## src/rtl/mouse_cfg_ctl.sv

```systemverilog
// Drives the H/V limit and cursor-position load strobes into the mouse controller after reset, then serves recenter/warp requests.
// Registered outputs, one strobe per sequence step, GAP idle cycles between strobes; one-deep pending request; warp via MOUSE_WARP_EN.
module mouse_cfg_ctl #(
    parameter logic [11:0] H_MAX = 12'd1279,
    parameter logic [11:0] V_MAX = 12'd719,
    parameter int unsigned GAP   = 4
) (
    input  logic        clk100MHz,
    input  logic        rst_n,
    input  logic        recenter_req,
`ifdef MOUSE_WARP_EN
    input  logic        warp_req,
    input  logic [11:0] warp_x,
    input  logic [11:0] warp_y,
`endif
    output logic [11:0] value,
    output logic        setmax_x,
    output logic        setmax_y,
    output logic        setx,
    output logic        sety,
    output logic        busy,
    output logic        cfg_done
);

    typedef enum logic [2:0] {S_MAXX, S_MAXY, S_X, S_Y, S_GAP, S_READY} state_t;

    localparam logic [11:0] H_CTR  = H_MAX >> 1;
    localparam logic [11:0] V_CTR  = V_MAX >> 1;
    localparam logic [3:0]  GAP_LD = 4'(GAP);

    state_t      state_q, state_d, ret_q, ret_d;
    logic [3:0]  cnt_q, cnt_d;
    logic        pend_q, pend_d;
    logic        req_any;

    logic [11:0] value_q, value_d;
    logic        setmax_x_q, setmax_x_d, setmax_y_q, setmax_y_d;
    logic        setx_q, setx_d, sety_q, sety_d;
    logic        busy_q, busy_d, cfg_done_q, cfg_done_d;
    logic [11:0] x_tgt, y_tgt;

`ifdef MOUSE_WARP_EN
    logic        pend_warp_q, pend_warp_d;
    logic [11:0] pend_x_q, pend_x_d, pend_y_q, pend_y_d;
    logic [11:0] act_x_q, act_x_d, act_y_q, act_y_d;
    logic [11:0] req_x, req_y;

    assign req_any = recenter_req | warp_req;
    // Warp wins over a simultaneous recenter; targets clamp to the screen limits.
    assign req_x = warp_req ? ((warp_x > H_MAX) ? H_MAX : warp_x) : H_CTR;
    assign req_y = warp_req ? ((warp_y > V_MAX) ? V_MAX : warp_y) : V_CTR;
    // The init sequence always centres; later sequences use the latched targets.
    assign x_tgt = cfg_done_q ? act_x_q : H_CTR;
    assign y_tgt = cfg_done_q ? act_y_q : V_CTR;
`else
    assign req_any = recenter_req;
    assign x_tgt   = H_CTR;
    assign y_tgt   = V_CTR;
`endif

    always_ff @(posedge clk100MHz or negedge rst_n) begin
        if (!rst_n) begin
            state_q     <= S_MAXX;
            ret_q       <= S_MAXY;
            cnt_q       <= 4'd0;
            pend_q      <= 1'b0;
`ifdef MOUSE_WARP_EN
            pend_warp_q <= 1'b0;
            pend_x_q    <= 12'd0;
            pend_y_q    <= 12'd0;
            act_x_q     <= 12'd0;
            act_y_q     <= 12'd0;
`endif
        end else begin
            state_q     <= state_d;
            ret_q       <= ret_d;
            cnt_q       <= cnt_d;
            pend_q      <= pend_d;
`ifdef MOUSE_WARP_EN
            pend_warp_q <= pend_warp_d;
            pend_x_q    <= pend_x_d;
            pend_y_q    <= pend_y_d;
            act_x_q     <= act_x_d;
            act_y_q     <= act_y_d;
`endif
        end
    end

    always_comb begin
        state_d     = state_q;
        ret_d       = ret_q;
        cnt_d       = cnt_q;
        pend_d      = pend_q;
`ifdef MOUSE_WARP_EN
        pend_warp_d = pend_warp_q;
        pend_x_d    = pend_x_q;
        pend_y_d    = pend_y_q;
        act_x_d     = act_x_q;
        act_y_d     = act_y_q;
`endif
        case (state_q)
            S_MAXX: begin state_d = S_GAP; cnt_d = GAP_LD; ret_d = S_MAXY;  end
            S_MAXY: begin state_d = S_GAP; cnt_d = GAP_LD; ret_d = S_X;     end
            S_X:    begin state_d = S_GAP; cnt_d = GAP_LD; ret_d = S_Y;     end
            S_Y:    begin state_d = S_GAP; cnt_d = GAP_LD; ret_d = S_READY; end
            S_GAP: begin
                if (cnt_q <= 4'd1) state_d = ret_q;
                else               cnt_d   = cnt_q - 4'd1;
            end
            S_READY: begin
                // A pending request takes this slot; a new one arriving now is dropped.
                if (pend_q) begin
                    state_d = S_X;
                    pend_d  = 1'b0;
`ifdef MOUSE_WARP_EN
                    act_x_d = pend_x_q;
                    act_y_d = pend_y_q;
`endif
                end else if (req_any) begin
                    state_d = S_X;
`ifdef MOUSE_WARP_EN
                    act_x_d = req_x;
                    act_y_d = req_y;
`endif
                end
            end
            default: state_d = S_MAXX;
        endcase

        if (state_q != S_READY && req_any) begin
            if (!pend_q) begin
                pend_d      = 1'b1;
`ifdef MOUSE_WARP_EN
                pend_warp_d = warp_req;
                pend_x_d    = req_x;
                pend_y_d    = req_y;
            end else if (!pend_warp_q && warp_req) begin
                pend_warp_d = 1'b1;
                pend_x_d    = req_x;
                pend_y_d    = req_y;
`endif
            end
        end
    end

    always_comb begin
        value_d    = value_q;
        setmax_x_d = 1'b0;
        setmax_y_d = 1'b0;
        setx_d     = 1'b0;
        sety_d     = 1'b0;
        busy_d     = (state_q != S_READY);
        cfg_done_d = cfg_done_q | (state_q == S_READY);
        case (state_q)
            S_MAXX:  begin setmax_x_d = 1'b1; value_d = H_MAX; end
            S_MAXY:  begin setmax_y_d = 1'b1; value_d = V_MAX; end
            S_X:     begin setx_d     = 1'b1; value_d = x_tgt; end
            S_Y:     begin sety_d     = 1'b1; value_d = y_tgt; end
            default: ;
        endcase
    end

    always_ff @(posedge clk100MHz or negedge rst_n) begin
        if (!rst_n) begin
            value_q    <= 12'd0;
            setmax_x_q <= 1'b0;
            setmax_y_q <= 1'b0;
            setx_q     <= 1'b0;
            sety_q     <= 1'b0;
            busy_q     <= 1'b1;
            cfg_done_q <= 1'b0;
        end else begin
            value_q    <= value_d;
            setmax_x_q <= setmax_x_d;
            setmax_y_q <= setmax_y_d;
            setx_q     <= setx_d;
            sety_q     <= sety_d;
            busy_q     <= busy_d;
            cfg_done_q <= cfg_done_d;
        end
    end

    assign value    = value_q;
    assign setmax_x = setmax_x_q;
    assign setmax_y = setmax_y_q;
    assign setx     = setx_q;
    assign sety     = sety_q;
    assign busy     = busy_q;
    assign cfg_done = cfg_done_q;

endmodule
```

## config.mk

```make
export PLATFORM = sky130hd
export DESIGN_NAME = mouse_cfg_ctl
export DESIGN_NICKNAME = d
export VERILOG_FILES = /design/src/rtl/mouse_cfg_ctl.sv
export SDC_FILE = /design/constraint.sdc
export NUM_CORES = 1
export LEC_CHECK = 0
export ABC_AREA = 0
export BUFFER_PORTS_ARGS = -buffer_cell sky130_fd_sc_hd__buf_2
export CORE_UTILIZATION = 47
export CTS_BUF_LIST = sky130_fd_sc_hd__clkbuf_8 sky130_fd_sc_hd__clkbuf_16
export CTS_CLUSTER_SIZE = 8
export DETAILED_ROUTE_END_ITERATION = 7
export MAX_ROUTING_LAYER = met4
export PLACE_DENSITY = 0.83
export SKIP_CTS_REPAIR_TIMING = 1
export SLEW_MARGIN = 0
export SYNTH_ARGS = -nofsm -noshare
export SYNTH_HDL_FRONTEND = slang
export SYNTH_SLANG_ARGS = --single-unit
```

## constraint.sdc

```tcl
create_clock -name clk100MHz -period 1.35 [get_ports clk100MHz]
set_input_delay 0.0675 -clock clk100MHz [delete_from_list [all_inputs] [get_ports clk100MHz]]
set_output_delay 0.0675 -clock clk100MHz [all_outputs]
set_load 0.03 [all_outputs]
```

After elaboration in Yosys (flattened, before gate mapping)
Cells that the tools add are included.
{"block": "totals", "register_bits": 29, "latchBits": 0, "ramBits": 0, "mem_bits_ro": 0, "inputBits": 3, "out_inout_bits": 18, "elab_cells": 45, "n_memories": 0}
{"block": "op_classes", "addsub": 1, "n_mul": 0, "div_mod_pow": 0, "magnitude_cmp": 1, "eq_ne": 9, "shift": 0, "muxes": 15, "n_bitwise": 1, "reduce_logical": 7}
{"operator": "$pmux W12 S4", "count": 1}
{"operator": "$pmux W3 S4", "count": 1}
{"operator": "$mux W3", "count": 3}
{"operator": "$pmux W3 S3", "count": 1}
{"operator": "$pmux W4 S2", "count": 1}
{"operator": "$mux W1", "count": 7}
{"operator": "$eq A3 B2 Y1 const B", "count": 2}
{"operator": "$eq A3 B3 Y1 const B", "count": 2}
{"operator": "$ne A3 B3 Y1 const B", "count": 2}
{"operator": "$le A4 B1 Y1 const B", "count": 1}
{"operator": "$mux W4", "count": 1}
{"operator": "$ne A2 B2 Y1 const B", "count": 2}
{"operator": "$reduce_and A2 Y1", "count": 2}
{"operator": "$reduce_bool A4 Y1", "count": 1}
{"operator": "$reduce_or A4 Y1", "count": 1}
{"operator": "$sub A4 B1 Y4 const B", "count": 1}
{"operator": "$eq A3 B1 Y1 const B", "count": 1}
{"operator": "$logic_not A3 Y1", "count": 1}
{"operator": "$reduce_bool A2 Y1", "count": 1}
{"operator": "$logic_and A1 B1 Y1", "count": 1}
{"operator": "$or A1 B1 Y1", "count": 1}

Longest topological paths before layout
{"block": "logic_depth", "word_depth": 4, "depth_mapped": 6, "ltp_nobuf": 6}

Worst setup path before layout
No wires, ideal clock.
{"block": "synth_timing", "path_kind": "reg-to-reg", "start": "register cnt_q[0]", "end": "register cnt_q[0]", "setup_ns": 0.119, "arrival_time_ns": 1.234, "required_time_ns": 1.231, "slack_ns": -0.003, "stages_incl_launch_ff": 7, "n_path_buf": 0, "synth_period_minus_slack_ns": 1.353, "path_cell_list": "dfrtp_1 > inv_1 > ha_1 > nor2_1 > o31a_4 > xnor2_1 > and2_1"}
{"block": "synth_via", "elab_chain_cells": 3, "word_cells_on_any_way": 6, "cone_classes": "add/sub (1); order compare (1); eq/ne (1); mux (2); reduce/logical (1)"}
{"element": "start: declaration", "line": "32", "text": "logic [3:0] cnt_q, cnt_d;"}
{"element": "start signal: assignment", "line": "77", "text": "cnt_q <= cnt_d;"}
{"element": "$sub A4 B1 Y4 / $le A4 B1 Y1 (equally long branches)", "line": "108, 107"}
{"element": "$mux W4 / $ne A2 B2 Y1 (equally long branches)"}
{"element": "$pmux W4 S2 / $reduce_and A2 Y1 (equally long branches)"}
Parallel ways exist; a longest one is shown, timed or not. The select of a mux whose other input is x is not followed.
A chain may end at the register's enable or synchronous reset.

Final worst setup path
{"block": "layout_timing", "start": "register cnt_q[1]", "end": "register cnt_q[0]"}
{"block": "layout_via", "elab_chain_cells": 3}
{"element": "$le A4 B1 Y1", "line": "107", "text": "if (cnt_q <= 4'd1) state_d = ret_q;"}
{"element": "$ne A2 B2 Y1 (no line)"}
{"element": "$reduce_and A2 Y1 (no line)"}
No other way between the ends.

==> summary.md <==
| Metric | Value |
|---|---|
| Final hold violations | `0` |
| Combinational Power Share | `48.0%` |
| Initial Util | `50.6%` |
| Clock Latency Late Sink | `250 ps` |
| Drt wl/cell | `11.7 um` |
| Syn Nets | `94` |
| Detail Route Antenna Nets | `0` |
| Yosys cell types | `30` |
| Tcrit/Tclk final | `103%` |
| Failing checks | `setup timing` |
| FF-to-FF Start | `cnt_q[1]$_DFFE_PN0P_` |
| Post-synth EDFFs | `0` |
| Die height | `48.2 um` |
| Worst path max stage delay | `390 ps` |
| Core area | `0.00198 mm^2` |
| Antenna diode count | `0` |
| Row count | `16` |
| Share of synthesized registers carrying an async set or reset | `100%` |
| CP cell instances | `inv_2 -> ha_2 -> nor2_2 -> o31a_4 -> xnor2_1 -> and2_1` |
| Max_cap viols | `0` |
| Vias in the first global route | `560` |
| Min-Delay Endpoint | `pend_q$_DFF_PN0_` |
| Syn avg cell area | `11.3 um^2` |
| Share of Yosys cell area claimed by the top area cell type | `52.4%` |
| Worst min path class | `in2reg` |
| DR iter-0 viols | `10` |
| Req. time, crit path | `1500 ps` |
| CTS tree | `done` |
| Total grt overflow | `0` |
| Fin crit period | `1380 ps` |
| CP max FO | `4` |
| First-pass GRT wire length | `2.33 mm` |
| Mapped Cells | `89` |
| Fmax | `723 MHz` |
| Int Pwr | `1820 uW` |
| VDD IR-drop max | `1.43 mV` |
| Antenna violations before repair | `0` |
| Crit path max-delay family | `flip-flops` |
| P_sw | `1240 uW` |
| Clk Tree Root Cell | `clkbuf_8` |
| Setup Skew | `3.64 ps` |
| Placer Congestion | `0.756` |
| Final setup viols | `1` |
| Sw Share | `40.5%` |
| Worst R2R Setup Slack | `-30 ps` |
| DR vias | `663` |
| TNS Setup | `-34.0 ps` |
| Nature of the critical path endpoint | `register` |
| Top post-synthesis cells by count | `dfrtp_1, nand2_1, buf_4` |
| Top FF cell, synth | `dfrtp_1` |
| Yosys reg bits | `23` |
| Leak Pwr | `0.000587 uW` |
| Fin nets | `115` |
| WP data arrival | `1530 ps` |
| Residual DRC | `0` |
| DRT Pass-1 Iters | `4` |
| H-tree Lvls | `1` |
| Largest net degree at the start of global routing | `24` |
| Outcome | `complete, but fails checks` |
| PD cells | `2590 mW/mm^2` |
| Clock Pin Slew Worst Setup and Hold Paths | `80 ps` |
| R2R depth | `6` |
| Reg-to-reg endpoint | `cnt_q[0]$_DFFE_PN0P_` |
| Fin area | `0.00118 mm^2` |
| WP buf/inv | `1` |
| Yosys top cell by area | `dfrtp_1` |
| Crit Path Class | `reg2reg` |
| RSZ-0062 raised after global routing | `yes` |
| Flop pwr share | `39.0%` |
| Most frequent cell after synthesis | `dfrtp_1` |
| Slowest-stage cell, CP | `dfrtp_1` |
| Max clock buf depth | `2` |
| Clock Sinks | `23` |
| Seq/Total Area, Yosys | `57.7%` |
| Port Buf Inserts | `19` |
| Ranking of synthesized cells by area | `dfrtp_1, buf_4, dfstp_2` |
| Ys Warns | `0` |
| Total Routing Usage GR | `14.9%` |
| Pins Over Slew Limit | `0` |
| Crit start category | `register` |
| Share of cells above drive strength 1 | `36.7%` |
| DP Wirelength | `1.13 mm` |
| Hold path cells | `3` |
| Number of buffers created by CTS | `3` |
| IO Count | `21` |
| Die X | `48.2 um` |
| Mapped cell area | `0.00100 mm^2` |
| Drt total wl | `1.59 mm` |
| Placed Area | `0.00110 mm^2` |
| Die ar. | `0.00232 mm^2` |
| HP Start | `recenter_req` |
| Final WS setup | `-34.0 ps` |
| Area grow syn2layout | `17.5%` |
| Via density | `4.88` |
| Clock Power Share | `13.1%` |
==> tightest hold or removal path, stage by stage <==
cell and delay, ps:
buf_2 90, nor2_1 50, a21oi_1 140
==> sequential cells by signal (all words and copies together) (netlist names) <==
signal	cells
busy	1
setx	1
value	7
sety	1
setmax_x	1
setmax_y	1
ret_q	2
state_q	3
cfg_done	1
pend_q	1
cnt_q	4
==> cells in the final DEF, fill, tap and decap left out, drive strengths merged, types with 2 or more instances in the layout <==
cell	n
clkbuf	3
nor2	4
nand2b	5
inv	6
nor3b	2
a21o	2
a21oi	5
ha	2
nor2b	2
buf	25
nor3	2
dfstp	2
dfrtp	21
o21ai	5
nand2	10
xnor2	2
==> metrics by stage <==
stage                     total power [uW]  util, %  cells  hold WS (ps)  setup slack (ps)
after floorplan                       2270        -     89          -228              12.2
after global placement                2510     55.4    130          52.1              24.2
after detailed placement              2590     55.4    130          60.1             -25.8
after CTS                             2980     57.6    134          -215             -41.8
after global routing                  3280     59.4    136           133             -92.7
final                                 3050     59.4    136           135             -34.0
==> cell families (layout without fill, tap and decap cells) <==
group	Yosys count	in the layout	synth area share [%]
xor+xnor	2	2	1.75
fa+ha+maj	2	2	2.50
mux	1	1	0.999
other cells	1	1	0.374
simple gates	30	30	17.5
flops	23	23	57.7
buf+inv	15	35	9.24
compound gates	15	15	9.99
==> power by group through the flow <==
stage	logic, uW	registers (uW)	clock network (uW)
after floorplan	942	1330	0
after global placement	1330	1180	0
after detailed placement	1390	1200	0
after CTS	1390	1190	402
after global routing	1630	1220	433
final	1460	1190	399
==> final cells by class <==
| type | instances | area, um^2 |
|---|---|---|
| fill | 165 | 805 |
| clock inverter | 1 | 3.75 |
| tap | 27 | 33.8 |
| timing repair buffer | 26 | 150 |
| sequential | 23 | 578 |
| inverter | 5 | 18.8 |
| clock buffer | 3 | 41.3 |
| multi-input combinational | 51 | 352 |
==> worst max-delay path by stage <==
stage                                    start                    to  slack (ps)  cells after the start
after global placement    cnt_q[0]$_DFFE_PN0P_  cnt_q[0]$_DFFE_PN0P_          20                      6
after floorplan           cnt_q[0]$_DFFE_PN0P_  cnt_q[0]$_DFFE_PN0P_          10                      6
final                     cnt_q[1]$_DFFE_PN0P_  cnt_q[0]$_DFFE_PN0P_         -30                      6
after detailed placement  cnt_q[0]$_DFFE_PN0P_  cnt_q[0]$_DFFE_PN0P_         -30                      6
after CTS                 cnt_q[0]$_DFFE_PN0P_  cnt_q[0]$_DFFE_PN0P_         -40                      6
after global routing      cnt_q[1]$_DFFE_PN0P_  cnt_q[0]$_DFFE_PN0P_         -90                      6
==> layer usage <==
| metal | part of all wire (%) | vias to the layer above | track usage, % |
|---|---|---|---|
| met2 | 46 | 24 | 23.2 |
| met5 | 0 | - | - |
| met4 | 0 | 0 | 5.00 |
| met1 | 49 | 314 | 20.0 |
| li1 | - | 325 | - |
| met3 | 4.9 | 0 | 2.22 |
Note: power is estimated with default switching activity, not from simulation.
